$ cat src/rtl/sap_ctrl_pkg.sv
// SAP control sequencer shared types.
// Opcodes, FSM states, control word layout, T-state indices.
package sap_ctrl_pkg;

  localparam logic [3:0] OP_LDA = 4'h0;
  localparam logic [3:0] OP_ADD = 4'h1;
  localparam logic [3:0] OP_SUB = 4'h2;
  localparam logic [3:0] OP_OUT = 4'hE;
  localparam logic [3:0] OP_HLT = 4'hF;

  localparam int NT = 6;
  localparam int T1 = 0;
  localparam int T2 = 1;
  localparam int T3 = 2;
  localparam int T4 = 3;
  localparam int T5 = 4;
  localparam int T6 = 5;

  typedef enum logic [1:0] {
    IDLE,
    EXEC,
    HALT
  } state_t;

  typedef struct packed {
    logic cp;
    logic ep;
    logic lm;
    logic ce;
    logic li;
    logic ei;
    logic la;
    logic ea;
    logic su;
    logic eu;
    logic lb;
    logic lo;
  } ctrl_word_t;

endpackage

$ cat src/rtl/sap_control_sequencer_if.sv
// SAP control sequencer bus bundle.
// master drives run/step/opcode; slave drives ring and control word.
interface sap_control_sequencer_if #(
  parameter int CNT_W = 8
);
  logic             run;
  logic             step;
  logic [3:0]       opcode;
  logic [5:0]       T;
  logic             CP, EP, LM, CE, LI, EI;
  logic             LA, EA, SU, EU, LB, LO;
  logic             LDA, ADD, SUB, OUT, HLT, NOP;
  logic             halted;
  logic             instr_done;
  logic [CNT_W-1:0] instr_cnt;

  modport master (
    output run, step, opcode,
    input  T, CP, EP, LM, CE, LI, EI,
    input  LA, EA, SU, EU, LB, LO,
    input  LDA, ADD, SUB, OUT, HLT, NOP,
    input  halted, instr_done, instr_cnt
  );

  modport slave (
    input  run, step, opcode,
    output T, CP, EP, LM, CE, LI, EI,
    output LA, EA, SU, EU, LB, LO,
    output LDA, ADD, SUB, OUT, HLT, NOP,
    output halted, instr_done, instr_cnt
  );
endinterface

$ cat src/rtl/sap_ring_counter.sv
// One-hot T1..T6 ring with async clear,
// sync clear, sync restart-to-T1 and shift enable.
module sap_ring_counter
  import sap_ctrl_pkg::*;
(
  input  logic          clk,
  input  logic          rst_n,
  input  logic          i_en,
  input  logic          i_restart,
  input  logic          i_clr,
  output logic [NT-1:0] o_t
);

  logic [NT-1:0] r_t;

  // clear wins over restart, restart over rotate
  always_ff @(posedge clk or negedge rst_n) begin
    if (!rst_n) begin
      r_t <= '0;
    end else if (i_clr) begin
      r_t <= '0;
    end else if (i_restart) begin
      r_t     <= '0;
      r_t[T1] <= 1'b1;
    end else if (i_en) begin
      r_t <= {r_t[NT-2:0], r_t[NT-1]};
    end
  end

  assign o_t = r_t;

endmodule

$ cat src/rtl/sap_control_sequencer.sv
// SAP hardwired control unit: FSM, step edge detect,
// opcode decode, control word table, retired counter.
module sap_control_sequencer
  import sap_ctrl_pkg::*;
#(
  parameter bit EARLY_END = 1'b0,
  parameter int CNT_W     = 8
) (
  input logic                   clk,
  input logic                   rst,
  sap_control_sequencer_if.slave bus
);

  state_t           r_state;
  state_t           w_next;
  logic             r_step_d;
  logic [CNT_W-1:0] r_cnt;
  logic             w_step_edge;
  logic             w_go;
  logic             w_last;
  logic [NT-1:0]    w_t;
  logic [NT-1:0]    w_last_mask;
  ctrl_word_t       w_cw;
  logic             w_lda, w_add, w_sub;
  logic             w_out, w_hlt, w_nop;

  assign w_lda = bus.opcode == OP_LDA;
  assign w_add = bus.opcode == OP_ADD;
  assign w_sub = bus.opcode == OP_SUB;
  assign w_out = bus.opcode == OP_OUT;
  assign w_hlt = bus.opcode == OP_HLT;
  assign w_nop = ~(w_lda | w_add | w_sub | w_out | w_hlt);

  assign w_step_edge = bus.step & ~r_step_d;
  assign w_go        = bus.run | w_step_edge;

  // final T-state of the current instruction
  always_comb begin
    w_last_mask = '0;
    if (w_hlt) begin
      w_last_mask[T4] = 1'b1;
    end else if (!EARLY_END) begin
      w_last_mask[T6] = 1'b1;
    end else begin
      unique case (1'b1)
        w_lda:         w_last_mask[T5] = 1'b1;
        w_add | w_sub: w_last_mask[T6] = 1'b1;
        w_out:         w_last_mask[T4] = 1'b1;
        default:       w_last_mask[T3] = 1'b1;
      endcase
    end
  end

  assign w_last = (r_state == EXEC) && |(w_t & w_last_mask);

  // state register
  always_ff @(posedge clk or negedge rst) begin
    if (!rst) r_state <= IDLE;
    else      r_state <= w_next;
  end

  // next state
  always_comb begin
    w_next = r_state;
    unique case (r_state)
      IDLE: if (w_go) w_next = EXEC;
      EXEC: begin
        if (w_last) begin
          if (w_hlt)     w_next = HALT;
          else if (w_go) w_next = EXEC;
          else           w_next = IDLE;
        end
      end
      HALT:    w_next = HALT;
      default: w_next = IDLE;
    endcase
  end

  sap_ring_counter u_ring (
    .clk       (clk),
    .rst_n     (rst),
    .i_en      (r_state == EXEC),
    .i_restart ((w_next == EXEC) &&
                ((r_state != EXEC) || w_last)),
    .i_clr     (w_next != EXEC),
    .o_t       (w_t)
  );

  // control word per T-state and opcode
  always_comb begin
    w_cw = '0;
    if (r_state == EXEC) begin
      unique case (1'b1)
        w_t[T1]: begin
          w_cw.ep = 1'b1;
          w_cw.lm = 1'b1;
        end
        w_t[T2]: w_cw.cp = 1'b1;
        w_t[T3]: begin
          w_cw.ce = 1'b1;
          w_cw.li = 1'b1;
        end
        w_t[T4]: begin
          if (w_lda | w_add | w_sub) begin
            w_cw.ei = 1'b1;
            w_cw.lm = 1'b1;
          end else if (w_out) begin
            w_cw.ea = 1'b1;
            w_cw.lo = 1'b1;
          end
        end
        w_t[T5]: begin
          if (w_lda) begin
            w_cw.ce = 1'b1;
            w_cw.la = 1'b1;
          end else if (w_add | w_sub) begin
            w_cw.ce = 1'b1;
            w_cw.lb = 1'b1;
          end
        end
        w_t[T6]: begin
          if (w_add | w_sub) begin
            w_cw.eu = 1'b1;
            w_cw.la = 1'b1;
            w_cw.su = w_sub;
          end
        end
        default: w_cw = '0;
      endcase
    end
  end

  // step edge detector
  always_ff @(posedge clk or negedge rst) begin
    if (!rst) r_step_d <= 1'b0;
    else      r_step_d <= bus.step;
  end

  // retired instruction counter, wraps naturally
  always_ff @(posedge clk or negedge rst) begin
    if (!rst)        r_cnt <= '0;
    else if (w_last) r_cnt <= r_cnt + 1'b1;
  end

  assign bus.T          = w_t;
  assign bus.CP         = w_cw.cp;
  assign bus.EP         = w_cw.ep;
  assign bus.LM         = w_cw.lm;
  assign bus.CE         = w_cw.ce;
  assign bus.LI         = w_cw.li;
  assign bus.EI         = w_cw.ei;
  assign bus.LA         = w_cw.la;
  assign bus.EA         = w_cw.ea;
  assign bus.SU         = w_cw.su;
  assign bus.EU         = w_cw.eu;
  assign bus.LB         = w_cw.lb;
  assign bus.LO         = w_cw.lo;
  assign bus.LDA        = w_lda;
  assign bus.ADD        = w_add;
  assign bus.SUB        = w_sub;
  assign bus.OUT        = w_out;
  assign bus.HLT        = w_hlt;
  assign bus.NOP        = w_nop;
  assign bus.halted     = r_state == HALT;
  assign bus.instr_done = w_last;
  assign bus.instr_cnt  = r_cnt;

endmodule

$ cat src/flat_wrapper.sv
// flat-port wrapper written by rule: the top's interface ports become plain ports
module sap_control_sequencer_flat import sap_ctrl_pkg::*;
#(
  parameter bit EARLY_END = 1'b0,
  parameter int CNT_W     = 8
)
  (clk, rst, bus_run, bus_step, bus_opcode, bus_T, bus_CP, bus_EP, bus_LM, bus_CE, bus_LI, bus_EI, bus_LA, bus_EA, bus_SU, bus_EU, bus_LB, bus_LO, bus_LDA, bus_ADD, bus_SUB, bus_OUT, bus_HLT, bus_NOP, bus_halted, bus_instr_done, bus_instr_cnt);
  sap_control_sequencer_if #(.CNT_W(CNT_W)) bus_i ();
  input logic clk;
  input logic rst;
  input wire logic [$bits(bus_i.run)-1:0] bus_run;
  input wire logic [$bits(bus_i.step)-1:0] bus_step;
  input wire logic [$bits(bus_i.opcode)-1:0] bus_opcode;
  output wire logic [$bits(bus_i.T)-1:0] bus_T;
  output wire logic [$bits(bus_i.CP)-1:0] bus_CP;
  output wire logic [$bits(bus_i.EP)-1:0] bus_EP;
  output wire logic [$bits(bus_i.LM)-1:0] bus_LM;
  output wire logic [$bits(bus_i.CE)-1:0] bus_CE;
  output wire logic [$bits(bus_i.LI)-1:0] bus_LI;
  output wire logic [$bits(bus_i.EI)-1:0] bus_EI;
  output wire logic [$bits(bus_i.LA)-1:0] bus_LA;
  output wire logic [$bits(bus_i.EA)-1:0] bus_EA;
  output wire logic [$bits(bus_i.SU)-1:0] bus_SU;
  output wire logic [$bits(bus_i.EU)-1:0] bus_EU;
  output wire logic [$bits(bus_i.LB)-1:0] bus_LB;
  output wire logic [$bits(bus_i.LO)-1:0] bus_LO;
  output wire logic [$bits(bus_i.LDA)-1:0] bus_LDA;
  output wire logic [$bits(bus_i.ADD)-1:0] bus_ADD;
  output wire logic [$bits(bus_i.SUB)-1:0] bus_SUB;
  output wire logic [$bits(bus_i.OUT)-1:0] bus_OUT;
  output wire logic [$bits(bus_i.HLT)-1:0] bus_HLT;
  output wire logic [$bits(bus_i.NOP)-1:0] bus_NOP;
  output wire logic [$bits(bus_i.halted)-1:0] bus_halted;
  output wire logic [$bits(bus_i.instr_done)-1:0] bus_instr_done;
  output wire logic [$bits(bus_i.instr_cnt)-1:0] bus_instr_cnt;
  assign bus_i.run = bus_run;
  assign bus_i.step = bus_step;
  assign bus_i.opcode = bus_opcode;
  assign bus_T = bus_i.T;
  assign bus_CP = bus_i.CP;
  assign bus_EP = bus_i.EP;
  assign bus_LM = bus_i.LM;
  assign bus_CE = bus_i.CE;
  assign bus_LI = bus_i.LI;
  assign bus_EI = bus_i.EI;
  assign bus_LA = bus_i.LA;
  assign bus_EA = bus_i.EA;
  assign bus_SU = bus_i.SU;
  assign bus_EU = bus_i.EU;
  assign bus_LB = bus_i.LB;
  assign bus_LO = bus_i.LO;
  assign bus_LDA = bus_i.LDA;
  assign bus_ADD = bus_i.ADD;
  assign bus_SUB = bus_i.SUB;
  assign bus_OUT = bus_i.OUT;
  assign bus_HLT = bus_i.HLT;
  assign bus_NOP = bus_i.NOP;
  assign bus_halted = bus_i.halted;
  assign bus_instr_done = bus_i.instr_done;
  assign bus_instr_cnt = bus_i.instr_cnt;
  sap_control_sequencer #(.EARLY_END(EARLY_END), .CNT_W(CNT_W)) u_core (.clk(clk), .rst(rst), .bus(bus_i));
endmodule
$ cat config.mk
export PLATFORM = sky130hd
export DESIGN_NAME = sap_control_sequencer_flat
export DESIGN_NICKNAME = d
export VERILOG_FILES = /design/src/rtl/sap_ctrl_pkg.sv /design/src/rtl/sap_control_sequencer_if.sv /design/src/rtl/sap_ring_counter.sv /design/src/rtl/sap_control_sequencer.sv /design/src/flat_wrapper.sv
export SDC_FILE = /design/constraint.sdc
export NUM_CORES = 1
export LEC_CHECK = 0
export ABC_AREA = 1
export CAP_MARGIN = 20
export CORE_MARGIN = 1.5
export CORE_UTILIZATION = 47
export DETAILED_ROUTE_END_ITERATION = 10
export PLACE_DENSITY = 0.85
export SKIP_CTS_REPAIR_TIMING = 1
export SYNTH_ARGS = -nofsm -noshare
export SYNTH_HDL_FRONTEND = slang
export SYNTH_HIERARCHICAL = 1
export SYNTH_SLANG_ARGS = --single-unit
$ cat constraint.sdc
create_clock -name clk -period 3.1 [get_ports clk]
set_input_delay 0.62 -clock clk [delete_from_list [all_inputs] [get_ports clk]]
set_output_delay 0.62 -clock clk [all_outputs]
set_load 0.03 [all_outputs]
==> results.toml, run 1 <==
[detailed_routing]
dr.pass1.iters = 5
drt_iter0_drc = 24
wirelength_mm = 2.95
ant_nets = 0
routed_via_density = 5.06
wl_per_cell_um = 12.8
route.detailed.drc = 0
vias = 1168

[setup_path]
critPathMaxFanout = 4
critPathBufInv = 3
slowest_delay_ns = 0.68
path_cells = "clkdlybuf4s50_1, nor2_1, buf_4, nand3_1, a21oi_1, clkdlybuf4s50_1"
crit_slowest_cell = "clkdlybuf4s50_1"
worstPathArrival_ns = 2.33
crit_type = "in -> out"
critPathTopFamily = "buffers and inverters"
endpoint_kind = "output pin"
crit_required_ns = 2.48
crit_top_cell = "clkdlybuf4s50_1"
start_kind = "input port"

[logic_synthesis]
yosys.cell_types.count = 27
yosysSeqAreaShare_pct = 37.2
synth_warnings = 6
syn_area_um2 = 1140
syn_nets = 168
syn-mean-instance-area_um2 = 7.18
ys_seq_elements = 17
syn_inst = 159

[placement]
dp.cells = 227
place_ws_ns = -0.0582
gp_congestion = 0.812
place_hpwl_mm = 2.24
io_buffers = 41

[finish]
drive_gt1_share_pct = 10.8
fin_cells = 231
final_cell_mix = "nand2_1, clkdlybuf4s50_1, inv_1, dfrtp_1, nor2_1"
areaGrowthSynthToFinish_pct = 41.5
nets = 213
mostFrequentLayoutCell = "nand2_1"
num_antenna_cells = 0

[power_and_ir_drop]
ir_drop_mv = 0.529
p_sw_uw = 606
clkPwrFrac_pct = 10.7
swShare_pct = 51.1
powerDensity_nw_per_um2 = 735
p_seq_share_pct = 29.6
comb_power_share_pct = 59.7
p_leak_uw = 0.000882
power.internal_uw = 581

[cts]
cts_max_level = 1
cts_tree = "yes"
clock_sinks = 17
root_buffer = "clkbuf_4"
clock_path_buffers = 2
insertion_delay_ns = 0.31
cts_made_buffers = 3
clk_pin_slew_ns = 0.11

[sta]
final_max_slew_viol_count = 0
setup_viol = 0
fin_skew_ns = 0.00651
post-route-min-period_ns = 2.95
hold_violations = 0
worst_slew_pin_slew_ns = 0.792
setup_ws_ns = 0.154
slew_headroom_pct = 47.0
rsz0062_at_grt = "no"
fin_crit_sh_pct = 95.0
fmaxAchievable_mhz = 339

[die]
die-width_um = 52.3
dieArea_um2 = 2740
start_util_pct = 50.7
die_height_um = 52.3
rows = 17
io_pins = 42
coreArea_um2 = 2250

[grt]
grt_usage_pct = 24.1
antenna_found_initial = 0
grt_max_degree = 19
grt_pass1_vias = 1128
grt_first_pass_wirelength_mm = 4.89
grt-ovfl-total = 0

[status]
outcome = "finished clean"

[run]
cap_violations = 0

[min_path]
hp-class = "reg -> reg"
## sequential cells by signal (all words and copies together), names as in the netlist
name / flops
u_core/bus.instr_cnt: 8
u_core/r_state: 2
u_core/r_step_d: 1
u_core/u_ring/o_t: 6
## layout make-up
class	instances	area, µm²
Timing Repair Buffer	42	430
Inverter	27	106
Clock inverter	1	5.00
Fill cell	205	638
Tap cell	28	35.0
Clock buffer	3	22.5
Multi-Input combinational cell	113	592
Sequential cell	17	425
## power groups by stage
stage               Combinational (µW)  Clock, µW  Sequential, µW
finish                             708        127             352
global route                       764        141             361
CTS                                713        130             351
detailed placement                 709          0             354
global placement                   690          0             352
floorplan                          369          0             436
## worst paths after layout
kind                                         start                       to  slack (ns)  cells past startpoint
max reg2reg                      u_core/r_state[1]     u_core/u_ring/o_t[5]        1.55                      7
min reg2reg                u_core/bus.instr_cnt[7]  u_core/bus.instr_cnt[7]        0.54                      2
max in group asynchronous                      rst     u_core/u_ring/o_t[5]        1.84                      1
min in group asynchronous                      rst  u_core/bus.instr_cnt[6]        0.76                      1
max                                  bus_opcode[3]                   bus_LM        0.15                      6
min                        u_core/bus.instr_cnt[7]  u_core/bus.instr_cnt[7]        0.54                      2
## cells in the mapped netlist (all sizes together)
master | number | share of area (%)
nor2 | 16 | 8.8
nand4 | 2 | 1.1
xor2 | 1 | 0.77
xnor2 | 2 | 1.5
nand3b | 2 | 1.3
nand2 | 60 | 23
o21bai | 2 | 1.3
dfrtp | 17 | 37
ha | 1 | 1.1
nor3 | 3 | 1.8
a21oi | 6 | 2.6
o22ai | 1 | 0.55
nand3 | 11 | 4.8
nor4 | 1 | 0.55
o21ai | 5 | 2.8
buf | 2 | 1.6
inv | 27 | 9.3
## worst reg2reg max path: stages (launching register included)
cell and delay (ns):
dfrtp_1 0.46, nor2_8 0.32, nand2_1 0.16, nand2_2 0.09
inv_1 0.05, nor2_1 0.12, inv_1 0.11, a21oi_1 0.16
## layer usage
metal | wire [µm] | vias up | track usage [%]
met4 | 51 | 0 | 9.40
met2 | 1510 | 33 | 43.1
met3 | 125 | 6 | 4.57
met1 | 1260 | 548 | 27.8
li1 | - | 581 | -
met5 | 0 | - | 0
## metrics by stage
stage | hold slack (ns) | setup TNS, ns | utilization (%) | cell area, µm² | total power, µW
floorplan | 0.324 | 0 | - | 1140 | 805
global placement | 0.504 | 0 | 69.9 | 1580 | 1040
detailed placement | 0.511 | -0.0582 | 69.9 | 1580 | 1060
CTS | 0.540 | -0.0533 | 71.1 | 1600 | 1190
global route | 0.562 | 0 | 71.7 | 1620 | 1270
finish | 0.536 | 0 | 71.7 | 1620 | 1190
## kinds of logic after synthesis
| family | after synthesis | share of synthesized area [%] |
|---|---|---|
| compound gates | 14 | 7.34 |
| buf+inv | 29 | 11.0 |
| xor+xnor | 3 | 2.30 |
| flops | 17 | 37.2 |
| simple gates | 95 | 41.1 |
| fa+ha+maj | 1 | 1.10 |
Note: power is estimated with default switching activity, not from simulation.
==> run 2, diff against run 1 <==
--- a/config.mk
+++ b/config.mk
@@ -6,7 +6,7 @@
 export NUM_CORES = 1
 export LEC_CHECK = 0
 export ABC_AREA = 1
-export CAP_MARGIN = 20
+export ABC_CLOCK_PERIOD_IN_PS = 3100
 export CORE_MARGIN = 1.5
 export CORE_UTILIZATION = 47
 export DETAILED_ROUTE_END_ITERATION = 10
==> results of run 2 <==
Final layout, timing and power as in run 1 (identical DEF).
==> run 3, diff against run 2 <==
--- a/config.mk
+++ b/config.mk
@@ -9,6 +9,7 @@
 export ABC_CLOCK_PERIOD_IN_PS = 3100
 export CORE_MARGIN = 1.5
 export CORE_UTILIZATION = 47
+export CTS_CLUSTER_SIZE = 10
 export DETAILED_ROUTE_END_ITERATION = 10
 export PLACE_DENSITY = 0.85
 export SKIP_CTS_REPAIR_TIMING = 1
==> results of run 3 <==
Final layout, timing and power as in run 1 (identical DEF).
==> variant (config.mk and constraints of run 2) <==
`EARLY_END` is set to 1'b0 in 2 places; all go to 1'b1.
--- a/src/rtl/sap_control_sequencer.sv
+++ b/src/rtl/sap_control_sequencer.sv
@@ -5,3 +5,3 @@
 #(
-  parameter bit EARLY_END = 1'b0,
+  parameter bit EARLY_END = 1'b1,
   parameter int CNT_W     = 8
--- a/src/flat_wrapper.sv
+++ b/src/flat_wrapper.sv
@@ -3,3 +3,3 @@
 #(
-  parameter bit EARLY_END = 1'b0,
+  parameter bit EARLY_END = 1'b1,
   parameter int CNT_W     = 8
Check against the original RTL: not equivalent (Yosys sat finds a counterexample within 4 cycles, from zero or initial values and one cycle with rst low).
==> variant against run 2 <==
Design area is 0.70% lower; sequential cell count stayed put; global-route usage is 0.060 points higher; synthesized area is 1.9% lower; routed wire length is 0.58% lower; worst setup slack worse by 6.2 ps; via count is 2.2% higher; critical path type unchanged; critical path depth is 1 lower; critical endpoint unchanged.
Power is left out: it rests on default switching activity, and per cell area and clock period it moved more than threefold.
==> variant: results (changes against run 2) <==
relative slew slack: 0.496 (was 0.470)
reg2reg setup slack: 1470 ps (was 1550 ps)
root buf cell: clkbuf_4 (unchanged)
Min Hold Slack: 545 ps (was 536 ps)
nets@finish: 219 (was 213)
Synth Warn #: 6 (unchanged)
Post-Route WL: 2.93 mm (was 2.95 mm)
Vias/cell: 5.04 (was 5.06)
mux cell area share after synthesis: 0 (unchanged)
GRT Resource Usage Total: 0.241 (about the same)
Hold Crit Class: reg2reg (unchanged)
Inst Count DP: 233 (was 227)
RR Endpoint: u_core/u_ring/o_t[4] (was u_core/u_ring/o_t[5])
sequential fraction of the synthesis area: 0.379 (was 0.372)
ANT cells: 0 (unchanged)
post-DP HPWL: 2.19 mm (was 2.24 mm)
dpl ws: 23.7 ps (was -58.2 ps)
wire per inst: 12.4 um (was 12.8 um)
DR iter-0 viols: 17 (was 24)
number of I/O port buffers: 41 (unchanged)
syn_nets: 172 (was 168)
Hold Crit Depth: 2 (unchanged)
Commonest cells post-synth: nand2_1, inv_1, dfrtp_1, nor2_1, nand3_1 (unchanged)
Min-Delay Endpoint: u_core/bus.instr_cnt[6] (was u_core/bus.instr_cnt[7])
WP data arrival: 2330 ps (about the same)
H-tree depth: 1 (unchanged)
async set or reset register ratio after synthesis: 1.00 (unchanged)
clk_lat worst skew: 300 ps
Hold Crit Start: u_core/bus.instr_cnt[6] (was u_core/bus.instr_cnt[7])
CP endpoint: bus_LM (unchanged)
clock tree buffer depth: 2 (unchanged)
Worst R2R Path Depth: 8 (was 7)
CTS Buf Count: 3 (unchanged)
layout cell share with drive strength beyond 1: 0.0957 (was 0.108)
Crit. Startpoint: bus_opcode[3] (unchanged)
Post-Syn Instances: 163 (was 159)
dpl cell area: 1570 sq um (was 1580 sq um)
Synth Area in Adders: 0.0112 (was 0.0110)
max reg flops: 8 (unchanged)
critical path type: in2out (unchanged)
drt first pass iters: 4 (was 5)
Worst Slack Setup Final: 148 ps (was 154 ps)
GPL Wtd Cong: 0.794 (was 0.812)
XOR/XNOR share of the synthesized area: 0.0313 (was 0.0230)
top cells by area, synth: dfrtp_1, nand2_1, inv_1 (unchanged)
Reg-to-Reg Start: u_core/r_state[1] (unchanged)
first-pass GRT wire length: 4.82 mm (was 4.89 mm)
largest net degree at the start of global routing: 21 (was 19)
clk_skew: 9.55 ps (was 6.51 ps)
vias in the first global route: 1,132 (was 1,128)
Clock transition at path regs: 100 ps
initial antenna violation count: 0 (unchanged)
predominant post-synthesis flop cell: dfrtp_1 (unchanged)
Critical Path Fanout Max: 6 (was 4)
library cells used by synthesis: 23 (was 27)
status: finished, final reports clean (unchanged)
Synth Area in Compound Gates: 0.0480 (was 0.0734)
[variant: changes by cell type in the layout (fill, tap and decap cells not counted), moves of 3 or more]
cell | before | now
inv_1 | 24 | 27
xor2_1 | 1 | 4
nand3_1 | 11 | 15
buf_4 | 1 | 4
nor2_1 | 13 | 16
[variant: worst max-delay path, stage by stage]
cell and delay [ps]:
clkdlybuf4s50_1 510, nor2_4 230, nand3_1 120, a21oi_1 150
clkdlybuf4s50_1 700
[variant: cell type report]
cell class,instances,area [sq um]
Clock buffer,3,22.5
Clock inverter,1,5.00
Fill cell,195,628
Inverter,30,113
Multi-Input combinational cell,114,564
Sequential cell,17,425
Tap cell,28,35.0
Timing Repair Buffer,44,440
[variant: layer usage]
layer,up-vias,GRT usage,wire (um)
li1,594,-,-
met1,555,0.275,1220
met2,39,0.424,1520
met3,6,0.0316,138
met4,0,0.145,51
met5,-,0,0
